## src/rtl/pipeline_hazard_ctrl_pkg.sv

```systemverilog
// -----------------------------------------------------------------------------
// rv_pipe_pkg
// Shared definitions for the RV64 5-stage pipeline control logic:
//   - hazard sequencer state encoding (RUN / MEM_WAIT)
//   - instruction field bit positions (opcode, rd, rs1, rs2)
//   - bundled stall/flush/redirect control word and its canonical values
//   - load-detect helper on the ID memory-read control field
// -----------------------------------------------------------------------------
package rv_pipe_pkg;

  // Sequencer state encoding
  localparam logic [0:0] ST_RUN      = 1'b0;
  localparam logic [0:0] ST_MEM_WAIT = 1'b1;

  // Instruction field positions
  localparam int OPC_MSB = 6;
  localparam int OPC_LSB = 0;
  localparam int RD_MSB  = 11;
  localparam int RD_LSB  = 7;
  localparam int RS1_MSB = 19;
  localparam int RS1_LSB = 15;
  localparam int RS2_MSB = 24;
  localparam int RS2_LSB = 20;

  // One bit per stage-register control, MSB first
  typedef struct packed {
    logic stall_if;
    logic stall_id;
    logic stall_ex;
    logic stall_mem;
    logic flush_id;
    logic flush_ex;
    logic flush_wb;
    logic pc_redirect;
  } hz_ctrl_t;

  localparam hz_ctrl_t CTRL_IDLE     = hz_ctrl_t'(8'b0000_0000);
  // Whole pipe frozen; a bubble is pushed into WB so the stalled MEM op retires once
  localparam hz_ctrl_t CTRL_FREEZE   = hz_ctrl_t'(8'b1111_0010);
  // Redirect: squash the two younger instructions fetched down the wrong path
  localparam hz_ctrl_t CTRL_REDIRECT = hz_ctrl_t'(8'b0000_1101);
  // Load-use: hold IF/ID one cycle and inject a bubble into EX
  localparam hz_ctrl_t CTRL_LU_STALL = hz_ctrl_t'(8'b1100_0100);

  // Any non-zero memory-read control marks the instruction as a load
  function automatic logic is_load(input logic [2:0] dm_rd_ctrl);
    return (dm_rd_ctrl != 3'b000);
  endfunction

endpackage

```

## src/rtl/pipeline_hazard_ctrl_if.sv

```systemverilog
// -----------------------------------------------------------------------------
// pipeline_hazard_ctrl_if
// Bundle between the pipeline datapath (master) and the hazard sequencer (slave).
//   master drives : instr_IF, rd_ID, rf_wr_en_ID, dm_rd_ctrl_ID,
//                   branch_taken_EX, target_EX, dmem_busy
//   slave drives  : stall_if/id/ex/mem, flush_id/ex/wb, pc_redirect, pc_target,
//                   mem_timeout_err, stall_cnt, redirect_cnt
// CNT_W must match the CNT_W of the connected pipeline_hazard_ctrl.
// -----------------------------------------------------------------------------
interface pipeline_hazard_ctrl_if #(
  parameter int CNT_W = 32
);
  logic [31:0]      instr_IF;
  logic [4:0]       rd_ID;
  logic             rf_wr_en_ID;
  logic [2:0]       dm_rd_ctrl_ID;
  logic             branch_taken_EX;
  logic [63:0]      target_EX;
  logic             dmem_busy;

  logic             stall_if;
  logic             stall_id;
  logic             stall_ex;
  logic             stall_mem;
  logic             flush_id;
  logic             flush_ex;
  logic             flush_wb;
  logic             pc_redirect;
  logic [63:0]      pc_target;
  logic             mem_timeout_err;
  logic [CNT_W-1:0] stall_cnt;
  logic [CNT_W-1:0] redirect_cnt;

  modport master (
    output instr_IF, rd_ID, rf_wr_en_ID, dm_rd_ctrl_ID,
           branch_taken_EX, target_EX, dmem_busy,
    input  stall_if, stall_id, stall_ex, stall_mem,
           flush_id, flush_ex, flush_wb, pc_redirect, pc_target,
           mem_timeout_err, stall_cnt, redirect_cnt
  );

  modport slave (
    input  instr_IF, rd_ID, rf_wr_en_ID, dm_rd_ctrl_ID,
           branch_taken_EX, target_EX, dmem_busy,
    output stall_if, stall_id, stall_ex, stall_mem,
           flush_id, flush_ex, flush_wb, pc_redirect, pc_target,
           mem_timeout_err, stall_cnt, redirect_cnt
  );
endinterface

```

## src/rtl/hazard_lu_detect.sv

```systemverilog
// -----------------------------------------------------------------------------
// hazard_lu_detect
// Combinational load-use detector: flags when the load sitting in the ID stage
// register writes a register read by the instruction in IF.
//   instr_i          in  32  IF instruction (rs1/rs2 fields used)
//   rd_id_i          in  5   ID destination register
//   rf_wr_en_id_i    in  1   ID writes rd
//   dm_rd_ctrl_id_i  in  3   ID memory-read control
//   lu_hazard_o      out 1   load-use hazard
// rs1 and rs2 are compared regardless of instruction format; a spurious match
// only costs one bubble, which is cheaper than decoding the format here.
// -----------------------------------------------------------------------------
module hazard_lu_detect
  import rv_pipe_pkg::*;
(
  input  logic [31:0] instr_i,
  input  logic [4:0]  rd_id_i,
  input  logic        rf_wr_en_id_i,
  input  logic [2:0]  dm_rd_ctrl_id_i,
  output logic        lu_hazard_o
);

  logic [4:0] rs1_s;
  logic [4:0] rs2_s;
  logic       unused_instr_s;

  assign rs1_s = instr_i[RS1_MSB:RS1_LSB];
  assign rs2_s = instr_i[RS2_MSB:RS2_LSB];

  // Bits outside the rs fields play no part in the decision
  assign unused_instr_s = ^{instr_i[31:25], instr_i[14:0]};

  // x0 is hard-wired zero, so a load "to x0" never creates a dependency
  assign lu_hazard_o = is_load(dm_rd_ctrl_id_i) & rf_wr_en_id_i &
                       (rd_id_i != 5'd0) &
                       ((rd_id_i == rs1_s) | (rd_id_i == rs2_s));

endmodule

```

## src/rtl/pipeline_hazard_ctrl.sv

```systemverilog
// -----------------------------------------------------------------------------
// pipeline_hazard_ctrl
// Central stall/flush sequencer for the 5-stage RV64 pipeline.
//   clk    in  clock, rising edge
//   reset  in  asynchronous active-low reset
//   hz     slave side of pipeline_hazard_ctrl_if (hazard inputs, stage controls,
//          PC redirect, watchdog flag, performance counters)
// Controls are combinational from the registered state and current inputs.
// While dmem_busy is high the whole pipe freezes; a branch resolved in the
// first busy cycle is parked and issued on the cycle memory completes.
// A watchdog flags mem_timeout_err (sticky until reset) after MEM_TIMEOUT
// consecutive busy cycles.
// -----------------------------------------------------------------------------
module pipeline_hazard_ctrl
  import rv_pipe_pkg::*;
#(
  parameter int CNT_W       = 32,
  parameter int MEM_TIMEOUT = 1024
)(
  input logic                  clk,
  input logic                  reset,
  pipeline_hazard_ctrl_if.slave hz
);

  localparam int             WC_W   = $clog2(MEM_TIMEOUT + 1);
  localparam logic [WC_W-1:0] WC_MAX = WC_W'(MEM_TIMEOUT);
  localparam logic [WC_W-1:0] WC_ONE = WC_W'(1);

  logic [0:0]       state_q,        state_d;
  logic             redir_pend_q,   redir_pend_d;
  logic [63:0]      pend_target_q,  pend_target_d;
  logic [WC_W-1:0]  wait_cnt_q,     wait_cnt_d;
  logic             timeout_err_q,  timeout_err_d;
  logic [CNT_W-1:0] stall_cnt_q,    stall_cnt_d;
  logic [CNT_W-1:0] redirect_cnt_q, redirect_cnt_d;

  logic             lu_hazard_s;
  hz_ctrl_t         ctrl_s;
  hz_ctrl_t         ctrl_out_s;
  logic [63:0]      target_s;

  hazard_lu_detect u_lu_detect (
    .instr_i         (hz.instr_IF),
    .rd_id_i         (hz.rd_ID),
    .rf_wr_en_id_i   (hz.rf_wr_en_ID),
    .dm_rd_ctrl_id_i (hz.dm_rd_ctrl_ID),
    .lu_hazard_o     (lu_hazard_s)
  );

  // Sequencer next-state, pending-redirect latch, watchdog and control word
  always_comb begin
    ctrl_s        = CTRL_IDLE;
    target_s      = 64'd0;
    state_d       = state_q;
    redir_pend_d  = redir_pend_q;
    pend_target_d = pend_target_q;
    wait_cnt_d    = wait_cnt_q;
    timeout_err_d = timeout_err_q;

    case (state_q)
      ST_RUN: begin
        if (hz.dmem_busy) begin
          ctrl_s     = CTRL_FREEZE;
          state_d    = ST_MEM_WAIT;
          wait_cnt_d = WC_ONE;
          // The branch cannot redirect while IF is frozen; park it
          if (hz.branch_taken_EX) begin
            redir_pend_d  = 1'b1;
            pend_target_d = hz.target_EX;
          end else begin
            redir_pend_d  = redir_pend_q;
          end
        end else if (hz.branch_taken_EX) begin
          // Redirect squashes the IF instruction, so a load-use stall is moot
          ctrl_s   = CTRL_REDIRECT;
          target_s = hz.target_EX;
        end else if (lu_hazard_s) begin
          ctrl_s = CTRL_LU_STALL;
        end else begin
          ctrl_s = CTRL_IDLE;
        end
      end

      ST_MEM_WAIT: begin
        if (hz.dmem_busy) begin
          // EX is frozen, so branch_taken_EX still reflects the parked branch
          ctrl_s = CTRL_FREEZE;
          if (wait_cnt_q < WC_MAX) begin
            wait_cnt_d = wait_cnt_q + WC_ONE;
          end else begin
            wait_cnt_d = wait_cnt_q;
          end
        end else begin
          state_d    = ST_RUN;
          wait_cnt_d = '0;
          if (redir_pend_q) begin
            ctrl_s       = CTRL_REDIRECT;
            target_s     = pend_target_q;
            redir_pend_d = 1'b0;
          end else if (hz.branch_taken_EX) begin
            ctrl_s   = CTRL_REDIRECT;
            target_s = hz.target_EX;
          end else if (lu_hazard_s) begin
            ctrl_s = CTRL_LU_STALL;
          end else begin
            ctrl_s = CTRL_IDLE;
          end
        end
      end

      default: begin
        state_d      = ST_RUN;
        redir_pend_d = 1'b0;
        wait_cnt_d   = '0;
      end
    endcase

    // Covers MEM_TIMEOUT=1, where the first busy cycle already expires
    if (hz.dmem_busy && (wait_cnt_d == WC_MAX)) begin
      timeout_err_d = 1'b1;
    end else begin
      timeout_err_d = timeout_err_d;
    end
  end

  // Performance counters, wrapping on overflow
  always_comb begin
    stall_cnt_d    = stall_cnt_q    + CNT_W'(ctrl_s.stall_if);
    redirect_cnt_d = redirect_cnt_q + CNT_W'(ctrl_s.pc_redirect);
  end

  // State, pending redirect, watchdog and counter registers
  always_ff @(posedge clk or negedge reset) begin
    if (!reset) begin
      state_q        <= ST_RUN;
      redir_pend_q   <= 1'b0;
      pend_target_q  <= 64'd0;
      wait_cnt_q     <= '0;
      timeout_err_q  <= 1'b0;
      stall_cnt_q    <= '0;
      redirect_cnt_q <= '0;
    end else begin
      state_q        <= state_d;
      redir_pend_q   <= redir_pend_d;
      pend_target_q  <= pend_target_d;
      wait_cnt_q     <= wait_cnt_d;
      timeout_err_q  <= timeout_err_d;
      stall_cnt_q    <= stall_cnt_d;
      redirect_cnt_q <= redirect_cnt_d;
    end
  end

  // Controls are forced quiet while reset is held, whatever the inputs do
  assign ctrl_out_s = reset ? ctrl_s : CTRL_IDLE;

  assign hz.stall_if        = ctrl_out_s.stall_if;
  assign hz.stall_id        = ctrl_out_s.stall_id;
  assign hz.stall_ex        = ctrl_out_s.stall_ex;
  assign hz.stall_mem       = ctrl_out_s.stall_mem;
  assign hz.flush_id        = ctrl_out_s.flush_id;
  assign hz.flush_ex        = ctrl_out_s.flush_ex;
  assign hz.flush_wb        = ctrl_out_s.flush_wb;
  assign hz.pc_redirect     = ctrl_out_s.pc_redirect;
  assign hz.pc_target       = reset ? target_s : 64'd0;
  assign hz.mem_timeout_err = timeout_err_q;
  assign hz.stall_cnt       = stall_cnt_q;
  assign hz.redirect_cnt    = redirect_cnt_q;

endmodule

```

## src/flat_wrapper.sv

```systemverilog
// flat-port wrapper written by rule: the top's interface ports become plain ports
module pipeline_hazard_ctrl_flat import rv_pipe_pkg::*;
#(
  parameter int CNT_W       = 32,
  parameter int MEM_TIMEOUT = 1024
)
  (clk, reset, hz_instr_IF, hz_rd_ID, hz_rf_wr_en_ID, hz_dm_rd_ctrl_ID, hz_branch_taken_EX, hz_target_EX, hz_dmem_busy, hz_stall_if, hz_stall_id, hz_stall_ex, hz_stall_mem, hz_flush_id, hz_flush_ex, hz_flush_wb, hz_pc_redirect, hz_pc_target, hz_mem_timeout_err, hz_stall_cnt, hz_redirect_cnt);
  pipeline_hazard_ctrl_if #(.CNT_W(CNT_W)) hz_i ();
  input logic clk;
  input logic reset;
  input wire logic [$bits(hz_i.instr_IF)-1:0] hz_instr_IF;
  input wire logic [$bits(hz_i.rd_ID)-1:0] hz_rd_ID;
  input wire logic [$bits(hz_i.rf_wr_en_ID)-1:0] hz_rf_wr_en_ID;
  input wire logic [$bits(hz_i.dm_rd_ctrl_ID)-1:0] hz_dm_rd_ctrl_ID;
  input wire logic [$bits(hz_i.branch_taken_EX)-1:0] hz_branch_taken_EX;
  input wire logic [$bits(hz_i.target_EX)-1:0] hz_target_EX;
  input wire logic [$bits(hz_i.dmem_busy)-1:0] hz_dmem_busy;
  output wire logic [$bits(hz_i.stall_if)-1:0] hz_stall_if;
  output wire logic [$bits(hz_i.stall_id)-1:0] hz_stall_id;
  output wire logic [$bits(hz_i.stall_ex)-1:0] hz_stall_ex;
  output wire logic [$bits(hz_i.stall_mem)-1:0] hz_stall_mem;
  output wire logic [$bits(hz_i.flush_id)-1:0] hz_flush_id;
  output wire logic [$bits(hz_i.flush_ex)-1:0] hz_flush_ex;
  output wire logic [$bits(hz_i.flush_wb)-1:0] hz_flush_wb;
  output wire logic [$bits(hz_i.pc_redirect)-1:0] hz_pc_redirect;
  output wire logic [$bits(hz_i.pc_target)-1:0] hz_pc_target;
  output wire logic [$bits(hz_i.mem_timeout_err)-1:0] hz_mem_timeout_err;
  output wire logic [$bits(hz_i.stall_cnt)-1:0] hz_stall_cnt;
  output wire logic [$bits(hz_i.redirect_cnt)-1:0] hz_redirect_cnt;
  assign hz_i.instr_IF = hz_instr_IF;
  assign hz_i.rd_ID = hz_rd_ID;
  assign hz_i.rf_wr_en_ID = hz_rf_wr_en_ID;
  assign hz_i.dm_rd_ctrl_ID = hz_dm_rd_ctrl_ID;
  assign hz_i.branch_taken_EX = hz_branch_taken_EX;
  assign hz_i.target_EX = hz_target_EX;
  assign hz_i.dmem_busy = hz_dmem_busy;
  assign hz_stall_if = hz_i.stall_if;
  assign hz_stall_id = hz_i.stall_id;
  assign hz_stall_ex = hz_i.stall_ex;
  assign hz_stall_mem = hz_i.stall_mem;
  assign hz_flush_id = hz_i.flush_id;
  assign hz_flush_ex = hz_i.flush_ex;
  assign hz_flush_wb = hz_i.flush_wb;
  assign hz_pc_redirect = hz_i.pc_redirect;
  assign hz_pc_target = hz_i.pc_target;
  assign hz_mem_timeout_err = hz_i.mem_timeout_err;
  assign hz_stall_cnt = hz_i.stall_cnt;
  assign hz_redirect_cnt = hz_i.redirect_cnt;
  pipeline_hazard_ctrl #(.CNT_W(CNT_W), .MEM_TIMEOUT(MEM_TIMEOUT)) u_core (.clk(clk), .reset(reset), .hz(hz_i));
endmodule
```

## config.mk

```make
export PLATFORM = sky130hd
export DESIGN_NAME = pipeline_hazard_ctrl_flat
export DESIGN_NICKNAME = d
export VERILOG_FILES = /design/src/rtl/pipeline_hazard_ctrl_pkg.sv /design/src/rtl/pipeline_hazard_ctrl_if.sv /design/src/rtl/hazard_lu_detect.sv /design/src/rtl/pipeline_hazard_ctrl.sv /design/src/flat_wrapper.sv
export SDC_FILE = /design/constraint.sdc
export NUM_CORES = 1
export LEC_CHECK = 0
export CORE_ASPECT_RATIO = 1.75
export CORE_MARGIN = 3
export CORE_UTILIZATION = 36
export CTS_CLUSTER_DIAMETER = 150
export DETAILED_ROUTE_END_ITERATION = 8
export HOLD_SLACK_MARGIN = 0.15
export PLACE_DENSITY = 0.63
export SYNTH_ARGS = -nofsm -noshare
export SYNTH_HDL_FRONTEND = slang
export SYNTH_SLANG_ARGS = --single-unit
```

## constraint.sdc

```tcl
create_clock -name clk -period 2.59 [get_ports clk]
set_input_delay 0.518 -clock clk [delete_from_list [all_inputs] [get_ports clk]]
set_output_delay 0.518 -clock clk [all_outputs]
set_load 0.1 [all_outputs]
```

==> impl_metrics.toml <==
[floorplanning]
die_w_um = 113
die_area_um2 = 21700
rows = 67
initial_core_util_pct = 37.1
core_area_um2 = 19400
io-pin-count = 246
die_y_um = 193

[pwr]
ir_worst_vdd_mv = 0.553
total_leakage_power_nw = 5.23
power_density_nw_per_um2 = 662

[final_layout]
n_fill_cell = 1530
layout-drive-gt1-share_pct = 48.0
regArea_um2 = 3550
multi_input_area_um2 = 4260
nNetsFinal = 1004
fin_util_pct = 62.3
fin_cells = 1144
area_delta_synth_final_pct = 68.2

[cts]
tritoncts = "done"
cts_max_path_buffers = 2
cts.htree.levels = 4
cts_buffers = 17
clk_latency_ns = 0.42
root_buffer = "clkbuf_16"
cts.clk_slew.worst_paths_ns = 0.06
cts_sinks = 142

[worst_setup_path]
slowest_delay_ns = 0.42
arrival_ns = 2.01
crit_end = "hz_pc_target[22]"
crit_slowest_cell = "dfrtp_1"
r2r_start = "u_core.redir_pend_q$_DFFE_PN0P_"
end_kind = "primary output"
cp_max_fo = 11
crit_type = "register to primary output"
reg2regPathDepth = 11
startpoint = "u_core.redir_pend_q$_DFFE_PN0P_"
crit_chain = "nand2_2 -> and3b_2 -> buf_6 -> buf_12 -> a22oi_1 -> nor2b_4 -> buf_12"
critPathLaunchType = "register"
rrSetupSlack_ns = 0.30
worstPathRequired_ns = 2.07
r2r_end = "u_core.hz.redirect_cnt[18]$_DFF_PN0_"
critPathMostFrequentCell = "buf_12"

[yosys]
synth-async-reset-ratio_pct = 100
yosysTopAreaCell = "dfrtp_1"
synth_ff_type = "dfrtp_1"
synth_area_um2 = 7180
synth_top_area_share_pct = 49.5
synth_cell_types = 49
synthSimpleGateAreaFrac_pct = 17.4
syn-instance-count = 639
synth-adder-area-share_pct = 0.871
synth_xor_area_share_pct = 10.1
synth_top_family_by_area = "simple AND/OR/NAND/NOR gates"
seq_area_frac_synth_pct = 49.5
synth-warning-count = 0
synth_fp_nets = 753
synth_edf_count = 0
synth-seq-cells = 142
synth_area_per_cell_um2 = 11.2
yosys-top-cells-area = "dfrtp_1, mux2_2, xnor2_1"
synthMuxAreaShare_pct = 10.3
synth_compound_area_share_pct = 9.20

[timing]
tightest_slew_ns = 0.455
hold_viol_final = 0
hold_ws_ns = 0.235
tns_ns = 0
period_minus_slack_ns = 2.53
maxSlewViolCount = 0
period_share_pct = 97.5
setup_violations = 0
slew_headroom_pct = 69.7
fmax_ghz = 0.396
fin_skew_ns = 0.00766

[worst_hold_path]
hp-class = "primary input to async pin"

[placement]
placed_cells = 1099
gp_congestion = 0.844
portBuffers = 223
hpwl_um = 14900

[global_routing]
grt_pass1_wl_um = 33200
grt-ovfl-total = 0
grt_start_max_net_pins = 65
grt_pass1_vias = 6250
grt_usage_pct = 19.2
grt_antenna_before_repair = 0

[routing]
dr.pass1.iters = 4
drc = 0
wl_per_cell_um = 18.6
wl_met1_um = 7810
routed_via_density = 5.18
vias = 5931
drtAntennaViolNets = 0
routed.top_layer = "met4"
drt-total-wl_um = 21200
dr_wl_met2_um = 11600
first_iter_violations = 199
routed-wl-met3_um = 1450

[run]
drv_cap = 0

[outcome]
status = "finished, final reports clean"
## routing by layer
metal	GRT usage (%)	vias to the layer above
li1	-	2753
met1	21.1	2946
met2	34.4	204
met3	6.34	28
met4	6.43	0
met5	0	-
## per-stage QoR
| stage | instance area (µm²) | total power [mW] | setup WS, ns |
|---|---|---|---|
| floorplan | 7650 | 4.55 | -0.191 |
| global placement | 10900 | 5.36 | -0.497 |
| detailed placement | 10900 | 5.41 | -0.528 |
| CTS | 11800 | 8.00 | -0.0670 |
| global route | 12100 | 8.33 | -0.00788 |
| finish | 12100 | 7.99 | 0.0650 |
## area by class of cell
cell class / count / share of cell area [%]
Tap cell: 241 / 2.50
Inverter: 5 / 0.155
Antenna cell: 1 / 0.0207
Clock buffer: 19 / 3.75
Clock inverter: 12 / 1.13
Multi-Input combinational cell: 455 / 35.3
Sequential cell: 142 / 29.4
Timing Repair Buffer: 269 / 27.7
## cells in the mapped netlist (all sizes together), types with 2 or more instances
cell type  instances
and3               8
and4               5
a22oi             65
ha                 5
nor2b             65
nand3             26
buf               15
clkbuf            22
a21oi              4
nand2             38
nand4             16
dfrtp            142
nand2b             6
xnor2             59
xor2              22
o31ai              2
mux2              65
o21ai              8
and2               8
nor2              28
inv                5
o211ai             2
nor4               5
nor3               6
## kinds of logic (layout without fill, tap and decap cells)
group	count (synthesis)	in the layout
xor gates and xnor gates	81	81
other	0	1
muxes	66	66
and+or+nand+nor	214	214
adders and majority gates	5	5
buffers and inverters	42	305
DFF	142	142
AOI/OAI and AO/OA	89	89
## registers in the layout, summed over array words and instances (netlist names)
register and flops:
u_core.redir_pend_q 1, u_core.hz.redirect_cnt 32, u_core.hz.stall_cnt 32, u_core.pend_target_q 64
u_core.hz.mem_timeout_err 1, u_core.state_q 1, u_core.wait_cnt_q 11
## where the power goes
part | total (mW) | switching [mW] | internal [mW]
Combinational | 2.72 | 1.77 | 0.948
Sequential | 2.82 | 0.295 | 2.52
Clock | 2.45 | 0.982 | 1.47
## layout by cell type (no fill, tap or decap), drive strengths merged, types with 6 or more instances in the layout
| master | netlist | layout |
|---|---|---|
| a22oi | 65 | 65 |
| and2 | 8 | 8 |
| and3 | 8 | 8 |
| buf | 15 | 179 |
| clkbuf | 22 | 23 |
| clkdlybuf4s50 | 0 | 72 |
| dfrtp | 142 | 142 |
| dlygate4sd2 | 0 | 7 |
| dlymetal6s2s | 0 | 6 |
| inv | 5 | 8 |
| mux2 | 65 | 65 |
| nand2 | 38 | 38 |
| nand2b | 6 | 6 |
| nand3 | 26 | 26 |
| nand4 | 16 | 16 |
| nor2 | 28 | 28 |
| nor2b | 65 | 65 |
| nor3 | 6 | 6 |
| o21ai | 8 | 8 |
| xnor2 | 59 | 59 |
| xor2 | 22 | 22 |
## worst min path at each step
stage / endpoint / slack (ns) / start / depth (start not counted)
2_1_floorplan: u_core.hz.mem_timeout_err$_DFFE_PN0P_ / 0.22 / reset / 0
3_3_place_gp: u_core.hz.stall_cnt[20]$_DFF_PN0_ / 0.41 / reset / 1
3_5_place_dp: u_core.hz.stall_cnt[19]$_DFF_PN0_ / 0.41 / reset / 1
4_1_cts: u_core.pend_target_q[51]$_DFFE_PN0P_ / 0.22 / reset / 2
5_1_grt: u_core.pend_target_q[51]$_DFFE_PN0P_ / 0.23 / reset / 2
6_report: u_core.pend_target_q[51]$_DFFE_PN0P_ / 0.23 / reset / 2
## timing repair
action                                 4_1_cts  5_1_grt
hold buffers                                 1        0
gates resized for setup                     59       32
endpoints found under the hold margin        4        0
pin swaps                                   28       11
setup endpoints to repair                   70       72
cloned                                       2        4
buffers inserted                             3        3
## critical path: cells and delay by family, from the launching register on
kind            cells  cell delay (ns)
compound gates      1             0.28
buf+inv             3             0.46
flops               1             0.42
simple gates        3             0.43
No activity file was read; power rests on OpenSTA's default activity.
